===== config.mk =====
export PLATFORM = sky130hd
export DESIGN_NAME = gpio_port
export DESIGN_NICKNAME = d
export VERILOG_FILES = /design/src/rtl/gpio_port.sv
export SDC_FILE = /design/constraint.sdc
export NUM_CORES = 1
export LEC_CHECK = 0
export ABC_CLOCK_PERIOD_IN_PS = 1900
export BUFFER_PORTS_ARGS = -buffer_cell sky130_fd_sc_hd__buf_4
export CELL_PAD_IN_SITES_DETAIL_PLACEMENT = 1
export CELL_PAD_IN_SITES_GLOBAL_PLACEMENT = 1
export CORE_ASPECT_RATIO = 1.4
export CORE_MARGIN = 1.5
export CORE_UTILIZATION = 45
export DETAILED_ROUTE_END_ITERATION = 16
export PLACE_DENSITY = 0.77
export RECOVER_POWER = 25
export SETUP_SLACK_MARGIN = 0.05
export SLEW_MARGIN = 20
export SYNTH_ARGS = -nofsm -noshare
export SYNTH_HDL_FRONTEND = slang
export SYNTH_SLANG_ARGS = --single-unit

===== constraint.sdc =====
create_clock -name clk -period 1.9 [get_ports clk]
set_input_delay 0 -clock clk [delete_from_list [all_inputs] [get_ports clk]]
set_output_delay 0 -clock clk [all_outputs]
set_load 0.005 [all_outputs]

===== src/rtl/gpio_port.sv =====
// gpio_port: N-channel GPIO controller between the CPU register bus and the pad cells.
// Holds the output, output-enable, pull and interrupt registers, and runs every pad input
// through a synchroniser, a stability filter and a polarity-selectable edge detector.
module gpio_port #(
    parameter int unsigned N           = 8,
    parameter int unsigned SYNC_STAGES = 2,
    parameter int unsigned DB_CYCLES   = 4,
    parameter int unsigned DB_W        = 4
) (
    input  logic         clk,
    input  logic         rst,
    input  logic         wr_en,
    input  logic [2:0]   wr_addr,
    input  logic [N-1:0] wr_data,
    input  logic [2:0]   rd_addr,
    output logic [N-1:0] rd_data,
    input  logic [N-1:0] pad_in,
    output logic [N-1:0] pad_out,
    output logic [N-1:0] pad_oe,
    output logic [N-1:0] pad_pullup,
    output logic [N-1:0] pad_pulldown,
    output logic         irq
);

    typedef enum logic [2:0] {
        REG_OUT      = 3'd0,
        REG_OE       = 3'd1,
        REG_IN       = 3'd2,
        REG_IRQ_EN   = 3'd3,
        REG_IRQ_POL  = 3'd4,
        REG_IRQ_STAT = 3'd5,
        REG_PU       = 3'd6,
        REG_PD       = 3'd7
    } reg_addr_e;

    logic [N-1:0] out_q;
    logic [N-1:0] oe_q;
    logic [N-1:0] irq_en_q;
    logic [N-1:0] irq_pol_q;
    logic [N-1:0] irq_stat_q;
    logic [N-1:0] pu_q;
    logic [N-1:0] pd_q;

    logic [N-1:0] sync_q [SYNC_STAGES];
    logic [N-1:0] s;
    logic [N-1:0] db;
    logic [N-1:0] db_d;
    logic [N-1:0] rise;
    logic [N-1:0] fall;
    logic [N-1:0] ev;
    logic [N-1:0] w1c;

    // Plain read/write control registers; IN and IRQ_STAT are not written here.
    always_ff @(posedge clk) begin
        if (rst) begin
            out_q     <= '0;
            oe_q      <= '0;
            irq_en_q  <= '0;
            irq_pol_q <= '0;
            pu_q      <= '0;
            pd_q      <= '0;
        end else if (wr_en) begin
            unique case (reg_addr_e'(wr_addr))
                REG_OUT:     out_q     <= wr_data;
                REG_OE:      oe_q      <= wr_data;
                REG_IRQ_EN:  irq_en_q  <= wr_data;
                REG_IRQ_POL: irq_pol_q <= wr_data;
                REG_PU:      pu_q      <= wr_data;
                REG_PD:      pd_q      <= wr_data;
                default:     ;
            endcase
        end
    end

    // Synchroniser chain bringing the asynchronous pad values into the clk domain.
    always_ff @(posedge clk) begin
        if (rst) begin
            for (int unsigned k = 0; k < SYNC_STAGES; k++) begin
                sync_q[k] <= '0;
            end
        end else begin
            sync_q[0] <= pad_in;
            for (int unsigned k = 1; k < SYNC_STAGES; k++) begin
                sync_q[k] <= sync_q[k-1];
            end
        end
    end

    assign s = sync_q[SYNC_STAGES-1];

    generate
        if (DB_CYCLES == 0) begin : g_bypass
            // With no filtering the last synchroniser flop is the debounced value,
            // keeping the pad-to-IN latency at exactly SYNC_STAGES cycles.
            assign db = s;
        end else begin : g_filter
            localparam logic [DB_W-1:0] CNT_LAST = DB_W'(DB_CYCLES - 1);

            logic [DB_W-1:0] cnt [N];
            logic [N-1:0]    db_q;

            // Per-bit stability counter: accept a new level only after DB_CYCLES
            // consecutive samples disagree with the current debounced value.
            always_ff @(posedge clk) begin
                if (rst) begin
                    db_q <= '0;
                    for (int unsigned i = 0; i < N; i++) begin
                        cnt[i] <= '0;
                    end
                end else begin
                    for (int unsigned i = 0; i < N; i++) begin
                        if (s[i] == db_q[i]) begin
                            cnt[i] <= '0;
                        end else if (cnt[i] == CNT_LAST) begin
                            db_q[i] <= s[i];
                            cnt[i]  <= '0;
                        end else begin
                            cnt[i] <= cnt[i] + 1'b1;
                        end
                    end
                end
            end

            assign db = db_q;
        end
    endgenerate

    // One-cycle delayed copy of the debounced input for edge detection.
    always_ff @(posedge clk) begin
        if (rst) begin
            db_d <= '0;
        end else begin
            db_d <= db;
        end
    end

    assign rise = db & ~db_d;
    assign fall = ~db & db_d;
    assign ev   = (irq_pol_q & fall) | (~irq_pol_q & rise);

    // Write-1-to-clear mask for the interrupt status register.
    always_comb begin
        w1c = '0;
        if (wr_en && (reg_addr_e'(wr_addr) == REG_IRQ_STAT)) begin
            w1c = wr_data;
        end
    end

    // Interrupt status: a new event in the same cycle as a clear keeps the bit set.
    always_ff @(posedge clk) begin
        if (rst) begin
            irq_stat_q <= '0;
        end else begin
            irq_stat_q <= (irq_stat_q & ~w1c) | ev;
        end
    end

    // Combinational register read mux.
    always_comb begin
        rd_data = '0;
        unique case (reg_addr_e'(rd_addr))
            REG_OUT:      rd_data = out_q;
            REG_OE:       rd_data = oe_q;
            REG_IN:       rd_data = db;
            REG_IRQ_EN:   rd_data = irq_en_q;
            REG_IRQ_POL:  rd_data = irq_pol_q;
            REG_IRQ_STAT: rd_data = irq_stat_q;
            REG_PU:       rd_data = pu_q;
            REG_PD:       rd_data = pd_q;
            default:      rd_data = '0;
        endcase
    end

    assign pad_out      = out_q;
    assign pad_oe       = oe_q;
    assign pad_pullup   = pu_q;
    assign pad_pulldown = pd_q & ~pu_q;
    assign irq          = |(irq_stat_q & irq_en_q);

endmodule

==> summary.md <==
| Metric | Value |
|---|---|
| Status | complete, no violations |
| DRT Pass-1 Iters | 4 |
| Tot Pwr | between 6 and 7 mW |
| Setup Fix Bufs, Post-CTS | 0 |
| CTS sink cnt | between 100 and 150 |
| Async SR Flop Fraction | 0 |
| Flops & latches, synth | 120 |
| Max-Cap Viols | 0 |
| Vias per cell | 5.23 |
| CP Max Fanout | 11 |
| Largest net degree at the start of global routing | 48 |
| Simple-gate area share of the yosys netlist | 0.221 |
| Drt drc | 0 |
| Final period utilization | 0.925 |
| Synth Instances | ~560 |
| Core box area | 11500 µm² |
| Worst Hold Depth | 4 |
| Placed cell area | between 5000 and 6000 µm² |
| Syn-to-layout area delta | 26.3% |
| Slowest cell delay on critical path | 0.58 ns |
| # setup viols final | 0 |
| CTS HTree Levels | 4 |
| Hold_ws | 0.0715 ns |
| Antenna Cells | 0 |
| Die area | around 13000 µm² |
| XOR/XNOR Fraction of Synth Area | 0.0394 |
| Multiplexer share of the synthesized area | 0.0676 |
| R2R depth | 4 |
| Adder-Cell Fraction of Synth Area | 0.0188 |
| Starting Density | 0.466 |
| Cell mode on critical path | dlygate4sd3_1 |
| Most frequent cells in the layout | dfxtp_1 (88), nand2_1 (80), nor2_1 (68), buf_4 (40), nor2b_1 (38) |
| Main combinational cell family by area after synthesis | simple AND/OR/NAND/NOR gates |
| P_leak | between 2 and 3 nW |
| First-pass GRT wire length | between 20000 and 25000 µm |
| Worst Tran Pin Value | 1.01 ns |
| Crit path cell chain | dlygate4sd3_1 -> buf_4 -> nor4b_4 -> nand2_1 -> dlygate4sd3_1 -> a21oi_1 |
| Initial antenna violation count | 0 |
| Num ports | between 60 and 70 |
| Clock latency on the worst-skew pair | a little over 0.4 ns |
| # rows | between 40 and 50 |
| Net count, final | 700 |
| CTS Root Cell | clkbuf_16 |
| Post-DP HPWL | 9800 µm |
| CTS tree | built |
| Slew HR | 0.326 |
| Crit end category | flip-flop |
| Syn Std Cell Area | 5330 µm² |
| Finished layout cell area | around 6700 µm² |
| Most common cell after layout, fill and taps aside | dfxtp_1 |
| ANT nets after route | 0 |
| Clock-pin slew on the worst setup and hold paths | 0.05 ns |
| Skew final | between 0.003 and 0.004 ns |
| Primary FF master, synth | dfxtp_1 |
| EDFF count, synth | 32 |
| Post-CTS Resized | 0 |
| Crit path max-delay cell type | dlygate4sd3_1 |
| Critical path class | in2reg |
| Fmax | 569 MHz |
| CP required | approximately 2.2 ns |
| Synth unique cells | 40 |
| GPL Wtd Cong | 0.832 |
| Final Hold Vio Count | 0 |
| Vias in the first global route | ~4600 |
| Starting DRT DRC Count | between 100 and 150 |
| Minimum clock period | ~1.8 ns |
| Number of fill cells in the layout | 1304 |
| Total GRT Usage | 0.240 |
| WL per Instance | 16.9 µm |
| Total grt overflow | 0 |
| Pins Over Slew Limit | 0 |
| DIE HEIGHT | between 100 and 150 µm |
| RSZ-0062 raised after global routing | no |
| Fraction of layout instances using a drive strength above 1 | 0.144 |
| Clk buf depth | 2 |
| Compound-cell area share of the yosys netlist | 0.0988 |
| Input/output buffers | 65 |
| Register area share after synthesis | 0.510 |
| Drt total wl | 13900 µm |
| Die Width | ~95 µm |
| Num CTS Buffers | 17 |
| Hold crit path type | in2reg |
| Power density cells | about 930 nW/µm² |
| Final setup TNS | 0 ns |
| R2r setup slk | between 0.3 and 0.4 ns |
| Setup crit start kind | input pin |
| Number of warnings issued by yosys | 0 |
| Worst vdd ir | 537 µV |
| Vias | between 4000 and 5000 |
| Critical path arrival | 2.09 ns |
| Mean Syn Cell Area | between 9 and 10 µm² |
==> worst paths after layout <==
kind                      start                   to
max                  wr_addr[1]           pad_out[5]
min                       wr_en           pad_out[6]
max reg2reg  g_filter.cnt[0][8]  g_filter.cnt[0][10]
min reg2reg        sync_q[0][5]        sync_q[0][13]
==> kinds of logic after synthesis <==
kind of cell	after synthesis
AND/OR/NAND/NOR	237
AO/OA/AOI/OAI	82
other	1
buffers and inverters	48
multiplexers	36
adder cells (fa/ha/maj)	8
XOR/XNOR	24
flip-flops	120
==> layout make-up <==
| cell class | count | area (µm²) | area share |
|---|---|---|---|
| Inverter | 22 | 82.6 | 0.0123 |
| Sequential cell | 120 | 2720 | 0.404 |
| Clock inverter | 10 | 101 | 0.0150 |
| Clock buffer | 22 | 464 | 0.0689 |
| Multi-Input combinational cell | 419 | 2490 | 0.370 |
| Tap cell | 144 | 180 | 0.0267 |
| Timing Repair Buffer | 87 | 694 | 0.103 |
==> routing by layer <==
| metal | track usage | share of wire | vias to the layer above |
|---|---|---|---|
| met2 | 0.423 | 0.54 | 78 |
| met4 | 0.0821 | 0.018 | 0 |
| met1 | 0.276 | 0.42 | 2100 |
| met5 | 0 | 0 | - |
| met3 | 0.0577 | 0.029 | 19 |
| li1 | - | - | 2114 |
==> synth_stat cells, types with 5 or more instances <==
library cell / number / share of area
o22ai_1: 6 / 0.0070
o21ai_0: 8 / 0.0075
ha_1: 8 / 0.019
nand3_1: 9 / 0.0084
a21oi_1: 34 / 0.032
nand3b_1: 8 / 0.011
nor3b_1: 9 / 0.013
inv_1: 22 / 0.015
o32ai_1: 6 / 0.0099
or3_1: 8 / 0.0094
nor2_1: 68 / 0.048
a31oi_1: 8 / 0.0094
buf_2: 13 / 0.012
clkbuf_1: 6 / 0.0042
a22o_1: 5 / 0.0082
nor2b_1: 38 / 0.045
xnor2_1: 16 / 0.026
o32a_1: 7 / 0.013
dfxtp_1: 88 / 0.33
mux2i_1: 36 / 0.068
edfxtp_1: 32 / 0.18
xor2_1: 8 / 0.013
nand2_1: 80 / 0.056
==> critical path: cells and delay by family <==
kind                   cells  cell delay [ns]
AO/OA/AOI/OAI              1             0.12
buffers and inverters      3             1.29
AND/OR/NAND/NOR            2             0.66
==> power by group <==
group	internal [mW]	switching, mW	leakage (nW)
logic	0.191	0.228	1.27
registers	2.70	0.0570	1.04
clock network	1.98	1.09	0.281
total	4.87	1.37	2.60
==> flip-flops by register name (all words and copies together), names as in the netlist <==
| signal | cells |
|---|---|
| sync_q | 16 |
| irq_pol_q | 8 |
| irq_en_q | 8 |
| pad_oe | 8 |
| g_filter.cnt | 32 |
| pad_out | 8 |
| db_d | 8 |
| pd_q | 8 |
| db | 8 |
| irq_stat_q | 8 |
| pad_pullup | 8 |
==> repair_timing <==
action,CTS,global route
hold endpoints to repair,56,0
hold buffers,20,0
endpoints found under the setup margin,0,0
==> metrics by stage <==
step | util | setup WS [ns] | instances
floorplan | - | 0.508 | 587
global placement | 0.522 | 0.437 | 772
detailed placement | 0.522 | 0.374 | 772
CTS | 0.589 | 0.209 | 824
global route | 0.588 | 0.123 | 824
finish | 0.588 | 0.143 | 824
Note: power is estimated with default switching activity, not from simulation.
